--- config.mk ---
export PLATFORM = sky130hd
export DESIGN_NAME = div_sequencer_flat
export DESIGN_NICKNAME = d
export VERILOG_FILES = /design/src/rtl/div_sequencer_pkg.sv /design/src/rtl/div_sequencer_if.sv /design/src/rtl/div_sequencer_div_step.sv /design/src/rtl/div_sequencer.sv /design/src/flat_wrapper.sv
export SDC_FILE = /design/constraint.sdc
export NUM_CORES = 1
export LEC_CHECK = 0
export CORE_ASPECT_RATIO = 0.5
export CORE_MARGIN = 2
export CORE_UTILIZATION = 30
export DETAILED_ROUTE_END_ITERATION = 6
export DONT_BUFFER_PORTS = 1
export GPL_TIMING_DRIVEN = 0
export SYNTH_ARGS = -nofsm -noshare
export SYNTH_HDL_FRONTEND = slang
export SYNTH_SLANG_ARGS = --single-unit
--- constraint.sdc ---
create_clock -name clk -period 7.3 [get_ports clk]
set_input_delay 1.46 -clock clk [delete_from_list [all_inputs] [get_ports clk]]
set_output_delay 1.46 -clock clk [all_outputs]
set_load 0.005 [all_outputs]
--- src/rtl/div_sequencer_pkg.sv ---
// ---------------------------------------------------------------------------
// div_sequencer_pkg
//
// Shared definitions for the iterative RV32M divide unit:
//   - divctl_e     : operation select as produced by the EX controller
//                    (bit 0 = unsigned, bit 1 = remainder)
//   - div_state_e  : sequencing FSM states
//   - DIV_LAT      : start-to-done latency for the default 32-bit datapath
//   - div_latency  : same latency for an arbitrary operand width
//   - ctl_is_signed/ctl_is_rem : decode helpers for divctl
// ---------------------------------------------------------------------------
package div_sequencer_pkg;

  typedef enum logic [1:0] {
    DIVCTL_DIV  = 2'b00,
    DIVCTL_DIVU = 2'b01,
    DIVCTL_REM  = 2'b10,
    DIVCTL_REMU = 2'b11
  } divctl_e;

  typedef enum logic [2:0] {
    ST_IDLE = 3'd0,
    ST_PREP = 3'd1,
    ST_CALC = 3'd2,
    ST_FIX  = 3'd3,
    ST_DONE = 3'd4
  } div_state_e;

  localparam int XLEN_DEFAULT = 32;

  // Acceptance edge -> PREP -> XLEN CALC cycles -> FIX -> DONE.
  localparam int DIV_LAT = XLEN_DEFAULT + 3;

  function automatic int div_latency(input int xlen);
    return xlen + 3;
  endfunction

  function automatic logic ctl_is_signed(input divctl_e ctl);
    return ~ctl[0];
  endfunction

  function automatic logic ctl_is_rem(input divctl_e ctl);
    return ctl[1];
  endfunction

endpackage

--- src/rtl/div_sequencer_if.sv ---
// ---------------------------------------------------------------------------
// div_sequencer_if
//
// Request/response bundle between the EX controller and the divide unit.
//   start     : request a divide (controller -> divider)
//   flush     : pipeline kill, aborts any in-flight divide
//   divctl    : operation select (DIV/DIVU/REM/REMU)
//   dividend  : rs1 value, sampled with start
//   divisor   : rs2 value, sampled with start
//   busy      : divider is working (PREP/CALC/FIX)
//   stall     : combinational pipeline hold request
//   done      : one-cycle pulse, result valid
//   result    : quotient or remainder, held until the next done
//
// Modports: master = EX controller side, slave = divider side.
// ---------------------------------------------------------------------------
interface div_sequencer_if #(
  parameter int XLEN = 32
);
  import div_sequencer_pkg::*;

  logic            start;
  logic            flush;
  divctl_e         divctl;
  logic [XLEN-1:0] dividend;
  logic [XLEN-1:0] divisor;
  logic            busy;
  logic            stall;
  logic            done;
  logic [XLEN-1:0] result;

  modport master (
    output start, flush, divctl, dividend, divisor,
    input  busy, stall, done, result
  );

  modport slave (
    input  start, flush, divctl, dividend, divisor,
    output busy, stall, done, result
  );

endinterface

--- src/rtl/div_sequencer_div_step.sv ---
// ---------------------------------------------------------------------------
// div_step
//
// One combinational radix-2 restoring division step.
//   rem_in   : partial remainder (must be < divisor for a nonzero divisor)
//   quo_in   : partially formed quotient; its MSB feeds the remainder
//   divisor  : magnitude of the divisor
//   rem_out  : next partial remainder
//   quo_out  : quo_in shifted left with the new quotient bit in the LSB
//
// Kept as its own module so a radix-4 datapath can instantiate two of them.
// ---------------------------------------------------------------------------
module div_step #(
  parameter int XLEN = 32
) (
  input  logic [XLEN-1:0] rem_in,
  input  logic [XLEN-1:0] quo_in,
  input  logic [XLEN-1:0] divisor,
  output logic [XLEN-1:0] rem_out,
  output logic [XLEN-1:0] quo_out
);

  logic [XLEN:0] rem_shift;
  logic [XLEN:0] diff;
  logic          borrow;

  // Shifting {rem,quo} left needs one extra bit on the remainder side.
  // Because rem_in < divisor, rem_shift < 2*divisor, so a successful
  // subtraction always leaves diff[XLEN] clear and a failed one always sets
  // it: the top bit of the difference doubles as the borrow flag. With a
  // zero divisor the flag is meaningless, but that case is overridden later.
  always_comb begin
    rem_shift = {rem_in, quo_in[XLEN-1]};
    diff      = rem_shift - {1'b0, divisor};
    borrow    = diff[XLEN];
    rem_out   = borrow ? rem_shift[XLEN-1:0] : diff[XLEN-1:0];
    quo_out   = {quo_in[XLEN-2:0], ~borrow};
  end

endmodule

--- src/rtl/div_sequencer.sv ---
// ---------------------------------------------------------------------------
// div_sequencer
//
// Iterative radix-2 restoring divider with its sequencing FSM for the RV32M
// DIV/DIVU/REM/REMU group. Sits in EX beside the ALU and multiplier, holds
// the pipeline while a divide is in flight and presents a registered result
// on the one-cycle done pulse.
//
// Ports:
//   clk  : clock, all state updates on the rising edge
//   rst  : synchronous active-high reset (overrides start and flush)
//   bus  : div_sequencer_if.slave (start/flush/divctl/dividend/divisor in,
//          busy/stall/done/result out)
//
// Parameter:
//   XLEN : operand/result width, power of two, at least 8
//
// Build option:
//   DIV_FASTPATH_EN : when defined, divide-by-zero and signed overflow are
//                     recognised at acceptance and jump straight to FIX,
//                     giving done two cycles after acceptance. Results are
//                     identical with or without it.
// ---------------------------------------------------------------------------
module div_sequencer
  import div_sequencer_pkg::*;
#(
  parameter int XLEN = 32
) (
  input  logic           clk,
  input  logic           rst,
  div_sequencer_if.slave bus
);

  localparam int              CW       = $clog2(XLEN);
  localparam logic [CW-1:0]   CNT_INIT = CW'(XLEN - 1);
  localparam logic [XLEN-1:0] SMIN     = {1'b1, {(XLEN-1){1'b0}}};

  div_state_e      state_q;
  div_state_e      state_d;
  div_state_e      accept_state;
  logic            accept;
  logic            stall;

  logic [XLEN-1:0] a_q;
  logic [XLEN-1:0] b_q;
  divctl_e         ctl_q;
  logic [XLEN-1:0] rem_q;
  logic [XLEN-1:0] quo_q;
  logic [XLEN-1:0] dvs_q;
  logic            q_neg_q;
  logic            r_neg_q;
  logic [CW-1:0]   cnt_q;
  logic [XLEN-1:0] result_q;
  logic            busy_q;
  logic            done_q;

  logic            ctl_signed;
  logic [XLEN-1:0] a_abs;
  logic [XLEN-1:0] b_abs;
  logic [XLEN-1:0] step_rem;
  logic [XLEN-1:0] step_quo;
  logic [XLEN-1:0] quo_fix;
  logic [XLEN-1:0] rem_fix;
  logic [XLEN-1:0] fix_value;

  // Where an accepted operation goes first. With the fast path, the two
  // RISC-V special cases are spotted on the live operands and skip the
  // iterative loop entirely, since FIX overrides their result anyway.
`ifdef DIV_FASTPATH_EN
  logic special_in;

  assign special_in = (bus.divisor == '0) ||
                      (!bus.divctl[0] && (bus.dividend == SMIN) && (bus.divisor == '1));
  assign accept_state = special_in ? ST_FIX : ST_PREP;
`else
  assign accept_state = ST_PREP;
`endif

  // State register. Reset wins over everything else.
  always_ff @(posedge clk) begin
    if (rst) begin
      state_q <= ST_IDLE;
    end else begin
      state_q <= state_d;
    end
  end

  // Next-state and stall decode. A new op is only accepted from IDLE or
  // DONE (back-to-back), and flush both vetoes acceptance and aborts any
  // in-flight op. stall drops on the done cycle unless a new start arrives,
  // so the pipeline advances and captures the result.
  always_comb begin
    state_d = state_q;
    accept  = 1'b0;
    stall   = 1'b0;
    case (state_q)
      ST_IDLE: begin
        stall = bus.start;
        if (bus.start && !bus.flush) begin
          accept  = 1'b1;
          state_d = accept_state;
        end
      end
      ST_PREP: begin
        stall   = 1'b1;
        state_d = bus.flush ? ST_IDLE : ST_CALC;
      end
      ST_CALC: begin
        stall = 1'b1;
        if (bus.flush) begin
          state_d = ST_IDLE;
        end else if (cnt_q == '0) begin
          state_d = ST_FIX;
        end
      end
      ST_FIX: begin
        stall   = 1'b1;
        state_d = bus.flush ? ST_IDLE : ST_DONE;
      end
      ST_DONE: begin
        stall = bus.start;
        if (bus.start && !bus.flush) begin
          accept  = 1'b1;
          state_d = accept_state;
        end else begin
          state_d = ST_IDLE;
        end
      end
      default: begin
        state_d = ST_IDLE;
      end
    endcase
  end

  // Operand magnitudes for the signed ops; unsigned ops pass straight through.
  always_comb begin
    ctl_signed = ctl_is_signed(ctl_q);
    a_abs      = (ctl_signed && a_q[XLEN-1]) ? -a_q : a_q;
    b_abs      = (ctl_signed && b_q[XLEN-1]) ? -b_q : b_q;
  end

  div_step #(
    .XLEN(XLEN)
  ) u_step (
    .rem_in  (rem_q),
    .quo_in  (quo_q),
    .divisor (dvs_q),
    .rem_out (step_rem),
    .quo_out (step_quo)
  );

  // Final correction. The loop works on magnitudes, so the signs are put
  // back here; the quotient takes the XOR of the operand signs and the
  // remainder follows the dividend. The two RISC-V special cases then
  // override whatever the loop produced, which is also what makes the fast
  // path safe to skip PREP/CALC: only the latched operands are consulted.
  always_comb begin
    quo_fix = q_neg_q ? -quo_q : quo_q;
    rem_fix = r_neg_q ? -rem_q : rem_q;
    if (b_q == '0) begin
      quo_fix = '1;
      rem_fix = a_q;
    end else if (ctl_signed && (a_q == SMIN) && (b_q == '1)) begin
      quo_fix = a_q;
      rem_fix = '0;
    end
    fix_value = ctl_is_rem(ctl_q) ? rem_fix : quo_fix;
  end

  // Datapath and registered outputs. busy/done are registered from the
  // next state so they line up exactly with PREP..FIX and DONE. Operands
  // are only captured on acceptance, so later changes on the bus are
  // ignored. result is written only by an unflushed FIX and otherwise holds.
  always_ff @(posedge clk) begin
    if (rst) begin
      a_q      <= '0;
      b_q      <= '0;
      ctl_q    <= DIVCTL_DIV;
      rem_q    <= '0;
      quo_q    <= '0;
      dvs_q    <= '0;
      q_neg_q  <= 1'b0;
      r_neg_q  <= 1'b0;
      cnt_q    <= '0;
      result_q <= '0;
      busy_q   <= 1'b0;
      done_q   <= 1'b0;
    end else begin
      busy_q <= (state_d == ST_PREP) || (state_d == ST_CALC) || (state_d == ST_FIX);
      done_q <= (state_d == ST_DONE);

      if (accept) begin
        a_q   <= bus.dividend;
        b_q   <= bus.divisor;
        ctl_q <= bus.divctl;
      end

      case (state_q)
        ST_PREP: begin
          quo_q   <= a_abs;
          dvs_q   <= b_abs;
          rem_q   <= '0;
          q_neg_q <= ctl_signed & (a_q[XLEN-1] ^ b_q[XLEN-1]);
          r_neg_q <= ctl_signed & a_q[XLEN-1];
          cnt_q   <= CNT_INIT;
        end
        ST_CALC: begin
          rem_q <= step_rem;
          quo_q <= step_quo;
          if (cnt_q != '0) begin
            cnt_q <= cnt_q - CW'(1);
          end
        end
        ST_FIX: begin
          if (!bus.flush) begin
            result_q <= fix_value;
          end
        end
        default: begin
        end
      endcase
    end
  end

  assign bus.busy   = busy_q;
  assign bus.done   = done_q;
  assign bus.result = result_q;
  assign bus.stall  = stall;

endmodule
--- src/flat_wrapper.sv ---
// flat-port wrapper written by rule: the top's interface ports become plain ports
module div_sequencer_flat import div_sequencer_pkg::*;
#(
  parameter int XLEN = 32
)
  (clk, rst, bus_start, bus_flush, bus_divctl, bus_dividend, bus_divisor, bus_busy, bus_stall, bus_done, bus_result);
  div_sequencer_if #(.XLEN(XLEN)) bus_i ();
  input  logic clk;
  input  logic rst;
  input wire logic [$bits(bus_i.start)-1:0] bus_start;
  input wire logic [$bits(bus_i.flush)-1:0] bus_flush;
  input wire logic [$bits(bus_i.divctl)-1:0] bus_divctl;
  input wire logic [$bits(bus_i.dividend)-1:0] bus_dividend;
  input wire logic [$bits(bus_i.divisor)-1:0] bus_divisor;
  output wire logic [$bits(bus_i.busy)-1:0] bus_busy;
  output wire logic [$bits(bus_i.stall)-1:0] bus_stall;
  output wire logic [$bits(bus_i.done)-1:0] bus_done;
  output wire logic [$bits(bus_i.result)-1:0] bus_result;
  assign bus_i.start = bus_start;
  assign bus_i.flush = bus_flush;
  assign bus_i.divctl = bus_divctl;
  assign bus_i.dividend = bus_dividend;
  assign bus_i.divisor = bus_divisor;
  assign bus_busy = bus_i.busy;
  assign bus_stall = bus_i.stall;
  assign bus_done = bus_i.done;
  assign bus_result = bus_i.result;
  div_sequencer #(.XLEN(XLEN)) u_core (.clk(clk), .rst(rst), .bus(bus_i));
endmodule
Yosys cells after proc, flatten, opt, wreduce, memory -nomap -nowiden

Cells that the tools add are included.

Flip-flop bits (word level): 206
Output and inout port bits: 35
Logic and storage cells: 77

$add $sub $neg: 6
Equal/unequal tests: 11
Muxes and demuxes: 24
Bitwise gates (word level): 6
Reduce and logical (&&, ||, !) cells: 17

Operators with widths:

| cell                   | count |
|---|---|
| $mux W32               | 10 |
| $neg A32 Y32           | 4 |
| $pmux W32 S2           | 2 |
| $eq A32 B32 Y1 const B | 2 |
| $sub A33 B32 Y33       | 1 |
| $logic_not A32 Y1      | 1 |
| $pmux W3 S5            | 1 |
| $eq A3 B2 Y1 const B   | 4 |
| $mux W3                | 4 |
| $pmux W5 S2            | 1 |
| $eq A3 B1 Y1 const B   | 2 |
| $eq A3 B3 Y1 const B   | 2 |
| $logic_and A1 B1 Y1    | 5 |
| $logic_not A5 Y1       | 1 |
| $mux W5                | 1 |
| $reduce_bool A5 Y1     | 1 |
| $sub A5 B1 Y5 const B  | 1 |
| $reduce_and A2 Y1      | 2 |
| $logic_not A3 Y1       | 1 |
| $mux W1                | 3 |
| $not A1 Y1             | 3 |
| $reduce_or A3 Y1       | 1 |
| $and A1 B1 Y1          | 2 |
| $logic_or A1 B1 Y1     | 2 |
| other kinds (7)        | 7 |

Longest topological paths before layout

Gate-level depths: netlist of run 1.

Word-level depth: 7
Mapped depth: 13
Mapped depth without buffers: 12

By module

Synthesis of run 1 repeated with hierarchy kept, for this count alone.

Cells, all modules: 1,659
Area, all modules: 13,128.8 um^2

Modules (own cells, without submodules):

| module        | instances | cells each | area an instance (um^2) | sequential area each (um^2) |
|---|---|---|---|---|
| div_sequencer | 1         | 1,323      | 10,545.1                | 4,124.0 |
| div_step      | 1         | 336        | 2,583.7                 | 0.0 |

Worst setup path before layout of run 1

OpenSTA, ideal clock, no wires.

Path kind: input -> output
Start: input bus_start
End: output bus_stall
Arrival: 1,578 ps
Setup slack: 4,262 ps
Cell stages on the path: 2
Cell sequence: nand2_1 > o21ai_0

Longest elaborated chain between the ends: 1

Ends and longest elaborated chain:

| what            | line                | source |
|---|---|---|
| start, declared | flat_wrapper.sv:10  | `input wire logic [$bits(bus_i.start)-1:0] bus_start;` |
| $pmux W1 S2     | div_sequencer.sv:96 | `case (state_q)` |
| end, declared   | flat_wrapper.sv:16  | `output wire logic [$bits(bus_i.stall)-1:0] bus_stall;` |

No other way between the ends.

Final worst setup path of run 1

Start: register u_core.rem_q[0]
End: register u_core.rem_q[23]

Longest elaborated chain between the ends: 3

Ends and longest elaborated chain:

| what                   | line                         | source |
|---|---|---|
| start, declared        | div_sequencer.sv:47          | `logic [XLEN-1:0] rem_q;` |
| start signal, assigned | div_sequencer.sv:208         | `rem_q <= step_rem;` |
| $sub A33 B32 Y33       | div_sequencer_div_step.sv:34 | `diff = rem_shift - {1'b0, divisor};` |
| $mux W32               | div_sequencer_div_step.sv:36 | `rem_out = borrow ? rem_shift[XLEN-1:0] : diff[XLEN-1:0];` |
| $pmux W32 S2           | div_sequencer.sv:198         | `case (state_q)` |

No other way between the ends.
A chain may end at the register's enable or synchronous reset.

==> results of run 1 <==
worst reg2reg max path, delay by kind of cell, from the launching register on:
kind,cells,cell delay (ns)
xor+xnor,1,0.58
fa+ha+maj,1,0.41
flops,1,0.46
compound gates,7,1.60
buf+inv,2,0.58
simple gates,1,0.19
power by group through the flow:
stage / Clock (uW) / Sequential (uW) / Combinational [uW]
2_1_floorplan: 0 / 1220 / 418
3_3_place_gp: 0 / 1240 / 555
3_5_place_dp: 0 / 1240 / 556
4_1_cts: 1360 / 1220 / 559
5_1_grt: 1410 / 1220 / 626
6_report: 1350 / 1220 / 565
synthesized netlist by cell type, types with 7 or more instances:
cell,count
nand4_1,16
or3_1,12
buf_1,17
ha_1,39
inv_1,52
o41ai_1,14
o21ai_1,25
xor2_1,79
nand2_1,309
mux2i_1,31
nand3_1,14
nand2b_1,15
o211ai_1,15
nor2_1,145
nor3_1,43
dfxtp_1,206
a22oi_1,13
and2_1,7
and3_1,8
clkbuf_1,83
o21ai_0,94
nor4_1,12
a311oi_1,18
a21o_1,11
buf_2,7
a211oi_1,41
a21oi_1,192
o31ai_1,28
or4_1,13
xnor2_1,65
final timing paths:
kind                      endpoint              from  slack (ns)
setup / recovery  u_core.rem_q[23]   u_core.rem_q[0]        3.41
hold / removal    u_core.dvs_q[31]  u_core.dvs_q[31]        0.45
setup reg to reg  u_core.rem_q[23]   u_core.rem_q[0]        3.41
hold reg to reg   u_core.dvs_q[31]  u_core.dvs_q[31]        0.45
cell type report:
type	count	share of cell area, %
multi-input cells	1357	56.0
flip-flops and latches	206	28.5
well taps	577	4.98
clock buffers	32	4.55
plain buffers	114	3.25
clock inverters	10	1.45
inverters	52	1.35
cells in the final DEF (no fill, tap or decap), types with 6 or more instances in the layout:
cell,Yosys,final
a211oi_1,41,41
a21o_1,11,11
a21oi_1,192,192
a221oi_1,6,6
a22oi_1,13,13
a311oi_1,18,18
a31oi_1,6,6
and2_1,7,7
and3_1,8,8
buf_1,17,17
buf_2,7,7
bufinv_16,0,6
clkbuf_1,83,87
clkbuf_16,0,23
dfxtp_1,206,206
ha_1,39,39
inv_1,52,52
mux2i_1,31,31
nand2_1,309,309
nand2b_1,15,15
nand3_1,14,14
nand4_1,16,16
nor2_1,145,145
nor3_1,43,43
nor4_1,12,12
o211ai_1,15,15
o21ai_0,94,94
o21ai_1,25,25
o31ai_1,28,28
o41ai_1,14,14
or3_1,12,12
or4_1,13,13
xnor2_1,65,65
xor2_1,79,79
flip-flops by register name, summed over array words and instances, names as in the netlist, 2 cells and up:
signal / cells
u_core.a_q: 32
u_core.b_q: 32
u_core.bus.result: 32
u_core.cnt_q: 5
u_core.ctl_q: 2
u_core.dvs_q: 32
u_core.quo_q: 32
u_core.rem_q: 32
u_core.state_q: 3
layer usage:
metal  part of all wire (%)  up-vias  track usage (%)
met1                     45     6050             25.7
met5                  0.020        -                0
li1                       -     6180                -
met4                    4.2        2             8.36
met3                    5.5       89             2.50
met2                     46      392             33.2
cells by family after synthesis:
logic type      after synthesis  share of synthesized area (%)
simple gates                630                           22.1
compound gates              511                           24.5
flops                       206                           32.0
buf+inv                     166                           5.16
xor+xnor                    145                           9.90
fa+ha+maj                    40                           3.94
mux                          31                           2.41
through the flow:
stage          total power, uW  util [%]  hold slack [ns]
2_1_floorplan             1640         -            0.432
3_3_place_gp              1800      32.3            0.442
3_5_place_dp              1800      32.3            0.448
4_1_cts                   3140      34.4            0.455
5_1_grt                   3260      34.4            0.491
6_report                  3130      34.4            0.450
==> results.md, run 1 <==
- Status: finished clean
- Initial Utilization: 30.6%
- Period utilization: 53.2%
- Longest Clk Path Bufs: 3
- Syn Inst Count: 1729
- Slew Limit Fails: 0
- Worst hold path stage count: 2
- Maximum clock frequency: 257 MHz
- Area growth, synth to finish: 12.3%
- LEAKAGE: 0.00511 uW
- Final ANT Viol Nets: 0
- Synth top area cells: dfxtp_1 (32%), nand2_1 (9.0%), a21oi_1 (7.4%), xor2_1 (5.4%), xnor2_1 (4.4%)
- DP Worst Slack: 3.41 ns
- Count of final setup violators: 0
- Relative slew slack: 34.7%
- Vias per cell: 5.41
- # Max-Cap Violations: 0
- Fin nets: 1864
- Setup_tns: 0 ns
- 1st-iter DRT viols: 1237
- H-tree depth: 1
- Sw frac: 29.4%
- Top-area cell type share of the netlist area: 32.0%
- Total GRT Usage: 19.7%
- Worst-Margin Slew: 0.967 ns
- Ys async rst share: 0%
- Reg clk slew, reported paths: 0.06 ns
- Pin count of the biggest net entering global routing: 15
- Clock Skew: 0.0135 ns
- Synth Cell Area: 12900 sq um
- Main synth FF type: dfxtp_1
- Wirelength per Cell: 19.1 um
- Leading area contributor after synthesis: dfxtp_1
- Core ar.: 42200 sq um
- Row cnt: 53
- # IOs: 105
- Post-CTS Setup Inserts: 0
- Antenna violations before repair: 1
- R2R cell count: 12
- Crit path max fanout: 10
- Final WS setup: 3.41 ns
- Synth Warn #: 0
- Family with the most delay on the worst path: compound AO/OA/AOI/OAI gates
- PortBufs: 0
- Clock sinks: 206
- CP dominant cell by count: o21ai_0
- Seq/Total Area, Yosys: 32.0%
- Switching pwr: 921 uW
- Unrepaired setup endpoints after global routing: false
- Cts hold-fix bufs: 0
- GR Overflow Total: 0
- CP max-delay cell: xor2_2
- Critical Path RT: 7.76 ns
- CTS tree: yes
- WL final: 44900 um
- Max VDD drop: 0.146 mV
- Unique cell type count in the Yosys netlist: 76
- Root buffer cell: clkbuf_16
- HP Class: reg -> reg
- N_diodes: 0
- Avg Cell Area, Syn: 7.46 sq um
- Pwr per Cell Area: 216 nW/um^2
- Gpl congestion: 0.987
- Period minus WS final: 3.89 ns
- DP HPWL: 35300 um
- Type of origin of the critical path: flip-flop
- Final hold viol count: 0
- Crit path depth: 12
- Quantity of gates resized following cts: 0
- Clock network latency to the later pin of the worst-skew pair: 0.54 ns
- CP bufs+invs: 2
- DRC viols: 0
- Placed Cells: 2306
- Clock Power Share: 43.0%
- Post-synth EDFFs: 0
- Reg power frac: 38.9%
- Post-synthesis net count: 1839
- Die Wd: 297 um
- Die area: 44800 sq um
- Die height: 151 um
- Vias: 12700
- Ratio of cells with drive above 1 in the final layout: 4.07%
- Crit. End Element: flip-flop
- Vias in the first global route: 11900
- Share of total power in combinational logic: 18.0%
- CP arrival: 4.34 ns
- Largest stage delay, worst path: 0.58 ns
- Register bit total from synthesis: 206
- First-pass GRT wire length: 69200 um
- Critical Path, Cell by Cell: inv_1 -> fa_1 -> nand2b_1 -> a21oi_1 -> o21ai_0 -> a31oi_1 -> o21ai_1 -> a21oi_2 -> xor2_2 -> buf_2 -> o31ai_1 -> o21ai_0
- Internal power: 2210 uW
- Sequential Area: 4120 sq um
- Area taken by multi-input logic gates: 8110 sq um
- Area post-placement: 13600 sq um
- Critical path type: reg -> reg
- Fill count: 4531
- Non-filler cells, final: 2348
- Fin area: 14500 sq um
- Num CTS Buffers: 23
- Detailed Routing Iterations Pass 1: 5
Note: power is estimated with default switching activity, not from simulation.
==> run 2: changes to the inputs <==
==> constraint.sdc (replaced) <==
create_clock -name clk -period 3.8 [get_ports clk]
set_input_delay 0.76 -clock clk [delete_from_list [all_inputs] [get_ports clk]]
set_output_delay 0.76 -clock clk [all_outputs]
set_load 0.005 [all_outputs]
==> run 2 against run 1 <==
  * Register-to-register slack lost 3.1 ns
  * Critical endpoint is now u_core.rem_q[16]
  * Cell area increased by 0.20%
  * Sequential power increased by 92%
  * Final cell count about the same
  * Clock skew is 0.00064 ns lower
  * Total power grew 93%
  * Worst setup slack lost 3.1 ns
  * Count of clock-buffer cells in the layout stayed put
==> results.md, run 2 (same netlist as run 1, synthesis figures left out) <==
- Detailed Routing Iterations Pass 1: 5 (unchanged)
- Root buffer cell: clkbuf_16 (unchanged)
- Row cnt: 53 (unchanged)
- Die Wd: 297 um (unchanged)
- Share of total power in combinational logic: 18.1% (was 18.0%)
- Final WS setup: 0.345 ns (was 3.41 ns)
- Type of origin of the critical path: flip-flop (unchanged)
- Pin count of the biggest net entering global routing: 15 (unchanged)
- GR Overflow Total: 0 (unchanged)
- DP HPWL: 35300 um (unchanged)
- Fin nets: 1866 (was 1864)
- # IOs: 105 (unchanged)
- Cts hold-fix bufs: 0 (unchanged)
- Count of final setup violators: 0 (unchanged)
- Vias in the first global route: 11900 (unchanged)
- Crit path max fanout: 10 (unchanged)
- Clock sinks: 206 (unchanged)
- Area growth, synth to finish: 12.6% (was 12.3%)
- Worst flop-to-flop path startpoint: u_core.rem_q[0] (unchanged)
- DP Worst Slack: -0.0906 ns (was 3.41 ns)
- Die area: 44800 sq um (unchanged)
- Die height: 151 um (unchanged)
- Sw frac: 29.5% (was 29.4%)
- LEAKAGE: 0.00512 uW (was 0.00511 uW)
- Longest Clk Path Bufs: 3 (unchanged)
- First-pass GRT wire length: 69200 um (about the same)
- Commonest non-fill, non-tap cells in the layout: nand2_1 (309), dfxtp_1 (206), a21oi_1 (192) (unchanged)
- Num CTS Buffers: 23 (unchanged)
- Vias per cell: 5.42 (was 5.41)
- H-tree depth: 1 (unchanged)
- Hold_sp: bus_flush (was u_core.dvs_q[31])
- Max VDD drop: 0.279 mV (was 0.146 mV)
- # Max-Cap Violations: 0 (unchanged)
- Worst-Margin Slew: 0.987 ns (was 0.967 ns)
- Clock network latency to the later pin of the worst-skew pair: 0.54 ns (about the same)
- HP Class: in -> reg (was reg -> reg)
- N_diodes: 0 (unchanged)
- Final hold viol count: 0 (unchanged)
- Setup_tns: 0 ns (unchanged)
- Period utilization: 90.9% (was 53.2%)
- Ratio of cells with drive above 1 in the final layout: 4.17% (was 4.07%)
- Maximum clock frequency: 289 MHz (was 257 MHz)
- Pwr per Cell Area: 416 nW/um^2 (was 216 nW/um^2)
- Worst setup path start: u_core.rem_q[0] (unchanged)
- DRC viols: 0 (unchanged)
- Crit. End Element: flip-flop (unchanged)
- Gpl congestion: 0.987 (unchanged)
- Antenna violations before repair: 1 (unchanged)
- WL final: 45000 um (was 44900 um)
- Clock Power Share: 43.0% (about the same)
- Internal power: 4260 uW (was 2210 uW)
- CP arrival: 3.86 ns (was 4.34 ns)
- Switching pwr: 1780 uW (was 921 uW)
- Hold_ws: 0.303 ns (was 0.450 ns)
- Final ANT Viol Nets: 0 (unchanged)
- Slew Limit Fails: 0 (unchanged)
- CTS tree: yes (unchanged)
- Status: finished clean (unchanged)
- 1st-iter DRT viols: 1260 (was 1237)
- Clock Skew: 0.0129 ns (was 0.0135 ns)
- Vias: 12700 (about the same)
- Critical path type: reg -> reg (unchanged)
- Core ar.: 42200 sq um (unchanged)
- Unrepaired setup endpoints after global routing: false (unchanged)
- Commonest non-fill, non-tap cell in the layout: nand2_1 (unchanged)
- Critical Path RT: 4.20 ns (was 7.76 ns)
- Total GRT Usage: 19.7% (about the same)
- Relative slew slack: 33.3% (was 34.7%)
- Reg clk slew, reported paths: 0.07 ns (was 0.06 ns)
- Period minus WS final: 3.45 ns (was 3.89 ns)
- Wirelength per Cell: 19.1 um (about the same)
- Initial Utilization: 30.6% (unchanged)
- Reg power frac: 38.8% (was 38.9%)
- PortBufs: 0 (unchanged)
==> run 2: cell types whose count changed in the layout (fill, tap and decap cells not counted) <==
| cell | before | now |
|---|---|---|
| buf_4 | 5 | 7 |
| buf_2 | 7 | 6 |
| clkbuf_4 | 0 | 1 |
| xor2_2 | 1 | 0 |
| xor2_4 | 0 | 1 |
==> run 2: what timing repair did <==
action / 4_1_cts / 5_1_grt
pin swaps: 0 / 0
endpoints found under the setup margin: 23 / 27
buffers inserted: 0 / 2
resized for setup: 1 / 1
==> run 2: worst paths after layout <==
path,to,slack [ns],cells past startpoint
setup / recovery,u_core.rem_q[16],0.35,13
hold / removal,u_core.state_q[1],0.30,1
setup reg to reg,u_core.rem_q[16],0.35,13
hold reg to reg,u_core.dvs_q[31],0.45,2
==> run 2: power groups by stage <==
stage,Clock [uW],Sequential [uW],Combinational [uW]
global placement,0,2390,1070
floorplan,0,2340,804
finish,2600,2340,1090
detailed placement,0,2390,1070
CTS,2620,2340,1080
global route,2720,2350,1210
==> run 2: final cells by class <==
| class | instances | area (sq um) |
|---|---|---|
| plain buffers | 114 | 473 |
| clock buffers | 32 | 659 |
| clock inverters | 10 | 210 |
| fillers | 4529 | 27700 |
| inverters | 52 | 195 |
| multi-input cells | 1357 | 8120 |
| flip-flops and latches | 206 | 4120 |
| well taps | 577 | 722 |
| repair buffers | 2 | 15.0 |
==> run 2: metal layers <==
layer	vias up	share of wire, %	global-route usage (%)	wire length (um)
met5	-	0.020	0	9
met2	370	45	33.2	20400
met3	98	4.7	2.50	2110
li1	6179	-	-	-
met1	6092	46	25.7	20500
met4	2	4.4	8.36	1980
==> run 2: stage by stage <==
step / utilization (%) / std cells / total power [uW] / instance area, sq um
after floorplan: - / 1729 / 3150 / 12900
after global placement: 32.3 / 2306 / 3450 / 13600
after detailed placement: 32.3 / 2306 / 3460 / 13600
after CTS: 34.4 / 2348 / 6040 / 14500
after global routing: 34.4 / 2350 / 6280 / 14500
final: 34.4 / 2350 / 6040 / 14500
==> run 2: critical path: stages, from the launching register on <==
cell,delay (ns)
dfxtp_1,0.46
inv_1,0.14
fa_1,0.41
nand2b_1,0.19
a21oi_1,0.32
o21ai_0,0.21
a31oi_1,0.23
o21ai_1,0.19
a21oi_2,0.32
xor2_4,0.20
buf_4,0.15
buf_4,0.20
mux2i_1,0.21
o21ai_1,0.07
==> run 3: changes to the inputs <==
--- a/config.mk
+++ b/config.mk
@@ -10,7 +10,7 @@
 export CORE_UTILIZATION = 30
 export DETAILED_ROUTE_END_ITERATION = 6
 export DONT_BUFFER_PORTS = 1
-export GPL_TIMING_DRIVEN = 0
+export SKIP_LAST_GASP = 1
 export SYNTH_ARGS = -nofsm -noshare
 export SYNTH_HDL_FRONTEND = slang
 export SYNTH_SLANG_ARGS = --single-unit
==> run 3 against run 2 <==
  * Register-to-register slack gained 0.02 ns
  * Non-clock buffer count shrank 84
  * Count of clock-buffer cells in the layout shrank 5
  * Critical endpoint is now u_core.rem_q[22]
  * Fmax grew 0.48%
  * Critical path depth is the same
  * Global-route usage shrank 2.1 points
  * Largest power group is now sequential cells
  * Critical path type unchanged
  * Highest routed layer is now met4
==> results.md, run 3 (same netlist as run 1, synthesis figures left out) <==
- Status: finished clean (unchanged)
- Setup_tns: 0 ns (unchanged)
- CTS tree: yes (unchanged)
- Type of origin of the critical path: flip-flop (unchanged)
- Fill count: 4571 (was 4529)
- Final hold viol count: 0 (unchanged)
- CP arrival: 3.85 ns (was 3.86 ns)
- Die area: 44800 sq um (unchanged)
- Ratio of cells with drive above 1 in the final layout: 5.58% (was 4.17%)
- Longest Clk Path Bufs: 3 (unchanged)
- Slew Limit Fails: 0 (unchanged)
- Pwr per Cell Area: 395 nW/um^2 (was 416 nW/um^2)
- Clock sinks: 206 (unchanged)
- Final WS setup: 0.361 ns (was 0.345 ns)
- Quantity of gates resized following cts: 0 (was 1)
- Core ar.: 42200 sq um (unchanged)
- Die height: 151 um (unchanged)
- Antenna violations before repair: 0 (was 1)
- Post-layout util: 33.6% (was 34.4%)
- Crit. End Element: flip-flop (unchanged)
- Critical Path RT: 4.21 ns (was 4.20 ns)
- GR Overflow Total: 0 (unchanged)
- # Max-Cap Violations: 0 (unchanged)
- 1st-iter DRT viols: 1013 (was 1260)
- PortBufs: 0 (unchanged)
- Wirelength per Cell: 17.8 um (was 19.1 um)
- LEAKAGE: 0.00503 uW (was 0.00512 uW)
- Period minus WS final: 3.44 ns (was 3.45 ns)
- Relative slew slack: 40.0% (was 33.3%)
- Critical path type: reg -> reg (unchanged)
- DP HPWL: 29800 um (was 35300 um)
- Vias per cell: 5.39 (was 5.42)
- Detailed Routing Iterations Pass 1: 5 (unchanged)
- Row cnt: 53 (unchanged)
- Num CTS Buffers: 23 (unchanged)
- Largest stage delay, worst path: 0.38 ns (was 0.46 ns)
- DRC viols: 0 (unchanged)
- Count of final setup violators: 0 (unchanged)
- Root buffer cell: clkbuf_16 (unchanged)
- Vias in the first global route: 11500 (was 11900)
- N_diodes: 0 (unchanged)
- Area growth, synth to finish: 9.99% (was 12.6%)
- Gpl congestion: 0.914 (was 0.987)
- Crit path max fanout: 10 (unchanged)
- CP dominant cell by count: o21ai_1
- Die Wd: 297 um (unchanged)
- Clock network latency to the later pin of the worst-skew pair: 0.53 ns (was 0.54 ns)
- Total GRT Usage: 17.6% (was 19.7%)
- # IOs: 105 (unchanged)
- WL final: 40300 um (was 45000 um)
- Worst-Margin Slew: 0.899 ns (was 0.987 ns)
- Cts hold-fix bufs: 0 (unchanged)
- Maximum clock frequency: 291 MHz (was 289 MHz)
- First-pass GRT wire length: 63700 um (was 69200 um)
- Post-CTS Setup Inserts: 0 (unchanged)
- H-tree depth: 1 (unchanged)
- Fin nets: 1782 (was 1866)
- Period utilization: 90.5% (was 90.9%)
- Commonest non-fill, non-tap cells in the layout: nand2_1 (309), dfxtp_1 (206), a21oi_1 (192) (unchanged)
- Initial Utilization: 30.6% (unchanged)
- Reg clk slew, reported paths: 0.07 ns (about the same)
- Unrepaired setup endpoints after global routing: false (unchanged)
- DP Worst Slack: 0.395 ns (was -0.0906 ns)
- HP Class: in -> reg (unchanged)
- Max VDD drop: 0.262 mV (was 0.279 mV)
- Critical Path, Cell by Cell: inv_1 -> ha_1 -> fa_1 -> nand2b_1 -> a21oi_1 -> o21ai_0 -> a31oi_1 -> o21ai_1 -> a21oi_2 -> xor2_4 -> buf_4 -> mux2i_1 -> o21ai_1 (was inv_1 -> fa_1 -> nand2b_1 -> a21oi_1 -> o21ai_0 -> a31oi_1 -> o21ai_1 -> a21oi_2 -> xor2_4 -> buf_4 -> buf_4 -> mux2i_1 -> o21ai_1)
- Final ANT Viol Nets: 0 (unchanged)
- CP max-delay cell: fa_1 (was dfxtp_1)
- Commonest non-fill, non-tap cell in the layout: nand2_1 (unchanged)
- Vias: 12200 (was 12700)
- Clock Skew: 0.0169 ns (was 0.0129 ns)
- Pin count of the biggest net entering global routing: 173 (was 15)
-- run 3: metal layers --
| layer | share of wire, % | global-route usage (%) | up-vias |
|---|---|---|---|
| met5 | 0 | 0 | - |
| met4 | 2.6 | 4.97 | 0 |
| met3 | 4.1 | 2.27 | 68 |
| met2 | 48 | 31.8 | 296 |
| met1 | 45 | 22.2 | 5826 |
| li1 | - | - | 6000 |
-- run 3: path summary, 6_finish.rpt --
kind / startpoint / end / slack (ns) / cells past startpoint
max: u_core.quo_q[31] / u_core.rem_q[22] / 0.36 / 13
min: rst / u_core.bus.result[10] / 0.31 / 1
max reg2reg: u_core.quo_q[31] / u_core.rem_q[22] / 0.36 / 13
min reg2reg: u_core.dvs_q[16] / u_core.dvs_q[16] / 0.46 / 2
-- run 3: critical path, delay by kind of cell (launching register included) --
kind / cells / cell delay, ns
fa+ha+maj: 2 / 0.59
mux: 1 / 0.22
simple gates: 1 / 0.19
flops: 1 / 0.35
xor+xnor: 1 / 0.37
buf+inv: 2 / 0.36
compound gates: 6 / 1.25
-- run 3: cell type report --
cell class	instances	area, sq um	area share, %
clock buffer	27	601	4.23
clock inverter	12	135	0.952
inverter	52	195	1.38
multi-input combinational	1357	8160	57.5
sequential	206	4120	29.1
tap	577	722	5.09
timing repair buffer	32	253	1.78
-- run 3: per-stage QoR --
| step | cells | hold WS (ns) | instance area, sq um | power, uW |
|---|---|---|---|---|
| 2_1_floorplan | 1729 | 0.432 | 12900 | 3150 |
| 3_3_place_gp | 2224 | 0.444 | 13500 | 3380 |
| 3_5_place_dp | 2224 | 0.455 | 13500 | 3390 |
| 4_1_cts | 2263 | 0.311 | 14200 | 5630 |
| 5_1_grt | 2263 | 0.297 | 14200 | 5850 |
| 6_report | 2263 | 0.310 | 14200 | 5600 |
-- run 3: report_power, final --
part,internal (uW),total (uW),switching (uW)
Combinational,395,1000,608
Clock,1280,2250,972
Sequential,2230,2350,115
Total,3900,5600,1700
==> edit: new RTL, flow settings as in run 3 <==
The option `DIV_FASTPATH_EN` is turned on by a define.
--- a/src/rtl/div_sequencer.sv
+++ b/src/rtl/div_sequencer.sv
@@ -21,6 +21,8 @@
 //                     giving done two cycles after acceptance. Results are
 //                     identical with or without it.
 // ---------------------------------------------------------------------------
+`define DIV_FASTPATH_EN
+
 module div_sequencer
   import div_sequencer_pkg::*;
 #(
Behaviour: not the same (Yosys sat finds a counterexample within 4 cycles, from zero or initial values and one cycle with rst high).
==> edit against run 3 <==
- power increased by 0.39%
- clock power is 3% higher
- clock skew shrank 2.9 ps
- sequential cell count did not move
- worst setup slack got worse by 110 ps
- design area grew 1.0%
- worst hold slack lost 5.6 ps
- synthesized area is 0.12% lower
- routed wire length up 8.8%
- critical endpoint is now u_core.rem_q[6]$_SDFFE_PP0P_
==> edit: results (changes against run 3) <==
Placed design
The placed wire-length estimate after detailed placement is 33160 um (was 29780 um). The placer congestion estimate was 0.9098 (was 0.9138).

Synth
The async set-reset flop share out of synthesis is 0% (unchanged). The share of the synthesized area in compound gates (AO/OA/AOI/OAI) is 24.13% (was 24.53%). The mux cell area share after synthesis is 1.952% (was 2.405%).

The xor/xnor share of the synthesized area came to 9.983% (was 9.903%). The count of different cell masters after synthesis is 70 (was 76). Ranking of synthesized cells by instance count: nand2_1 (283), dfxtp_1 (206), a21oi_1 (183), nor2_1 (113), clkbuf_1 (101) (was nand2_1 (309), dfxtp_1 (206), a21oi_1 (192), nor2_1 (145), o21ai_0 (94)). The part of the Yosys area used for sequential elements is 32.01% (was 31.97%). The most used flip-flop cell after synthesis was dfxtp_1 (unchanged). The total of warnings raised by yosys is 0 (unchanged). The adder-cell area share of the yosys netlist is 3.943% (was 3.938%).

Cell types occupying the most area after synthesis: dfxtp_1 (32%), nand2_1 (8.2%), a21oi_1 (7.1%) (was dfxtp_1 (32%), nand2_1 (9.0%), a21oi_1 (7.4%)).

Clock network
The clock latency on the worst-skew pair is 540 ps. The number of instances resized during post-cts repair is 0 (unchanged). The number of buffers added by the clock tree synthesis step came to 23 (unchanged).

The count of H-tree levels built during CTS was 1 (unchanged). The maximum number of buffers from clock root to sink came to 3 (unchanged). The CTS root buffer is clkbuf_16 (unchanged).

The clock slew at the register clock pins of the worst setup and hold paths is 70 ps (about the same).

Pwr
The power attributed to combinational cells is 0.000978 W. The peak supply drop is 0.3104 mV (was 0.2621 mV). The power after layout is 0.005622 W (was 0.005600 W). The cell leakage power came to 5.103 nW (was 5.035 nW). The share of total power in the clock network is 41.1% (was 40.2%). The switching share of power is 29.36% (was 30.28%).

Timing
The maximum clock skew at final layout is 13.97 ps (was 16.87 ps). The measured slew at the worst slew-check pin is 1103 ps (was 899.0 ps).

Setup path
The maximum fanout count along the critical path is 21 (was 10). The data arrival at the endpoint of the critical path is 3960 ps (was 3850 ps). The maximum single-stage delay on the critical path is 400 ps (was 380 ps).

Drt
The count of routing violations after the opening detailed-route iteration came to 1230 (was 1013). The routed length per placed instance is 19.40 um (was 17.79 um). The routed via count divided by cell count is 5.537 (was 5.387).

GRT
The number of global-route vias before repair came to 11110 (was 11470). The maximum number of pins on one net before global-route repair is 171 (was 173). The first-pass GRT wire length came to 67050 um (was 63700 um). The overall overflow remaining after global route is 0 (unchanged). The number of antenna violations at the first check in global routing came to 0 (unchanged). The global router's overall resource usage is 18.93% (was 17.62%).

Floorplanning
The die outline width came to 297.1 um (was 297.3 um).

Layout
The total number of nets in the final design is 1775 (was 1782). The layout filler cell count is 4483 (was 4571). The fraction of final layout cells sized beyond drive strength 1 was 6.722% (was 5.575%).

Run status
Status: finished, final reports clean (unchanged).
edit: changes by cell type after synthesis, moves of 9 or more:
cell      before  now
nand2_1      309  283
o21ai_1       25    9
a311oi_1      18    4
xor2_1        79   66
or3_1         12   26
nor2_1       145  113
nor3_1        43   33
buf_1         17    2
clkbuf_1      83  101
nor4_1        12   28
a22oi_1       13   29
a21oi_1      192  183
xnor2_1       65   79
nand3_1       14   42
edit: layer usage:
layer	global-route usage, %	part of all wire (%)
met5	0	0
met1	28.23	47
met4	4.621	2.3
met3	3.737	9.7
met2	27.57	41
edit: layout make-up:
type / count / area, um2 / share of cell area, %
multi-input cells: 1334 / 8153 / 56.88
flip-flops and latches: 206 / 4124 / 28.77
well taps: 577 / 721.9 / 5.037
clock buffers: 34 / 666.9 / 4.653
repair buffers: 46 / 357.8 / 2.497
inverters: 54 / 202.7 / 1.414
clock inverters: 7 / 106.4 / 0.7420
edit: final timing paths:
path / endpoint / depth (start not counted) / slack, ps
worst min-delay path: u_core.dvs_q[14]$_SDFFE_PP0P_ / 1 / 300
worst min register to register: u_core.dvs_q[0]$_SDFFE_PP0P_ / 2 / 470
worst max register to register: u_core.rem_q[6]$_SDFFE_PP0P_ / 14 / 260
worst max-delay path: u_core.rem_q[6]$_SDFFE_PP0P_ / 14 / 260
edit: per-stage QoR:
stage | util, % | hold slack [ps] | instances | worst slack [ps] | instance area, um2
after floorplan | - | 431.9 | 1708 | 550.6 | 12880
after global placement | 32.13 | 448.9 | 2217 | 320.7 | 13550
after detailed placement | 32.13 | 451.6 | 2217 | 261.7 | 13550
after CTS | 33.97 | 288.1 | 2258 | 242.1 | 14330
after global routing | 33.98 | 286.1 | 2258 | 0.9779 | 14330
final | 33.98 | 304.0 | 2258 | 255.7 | 14330
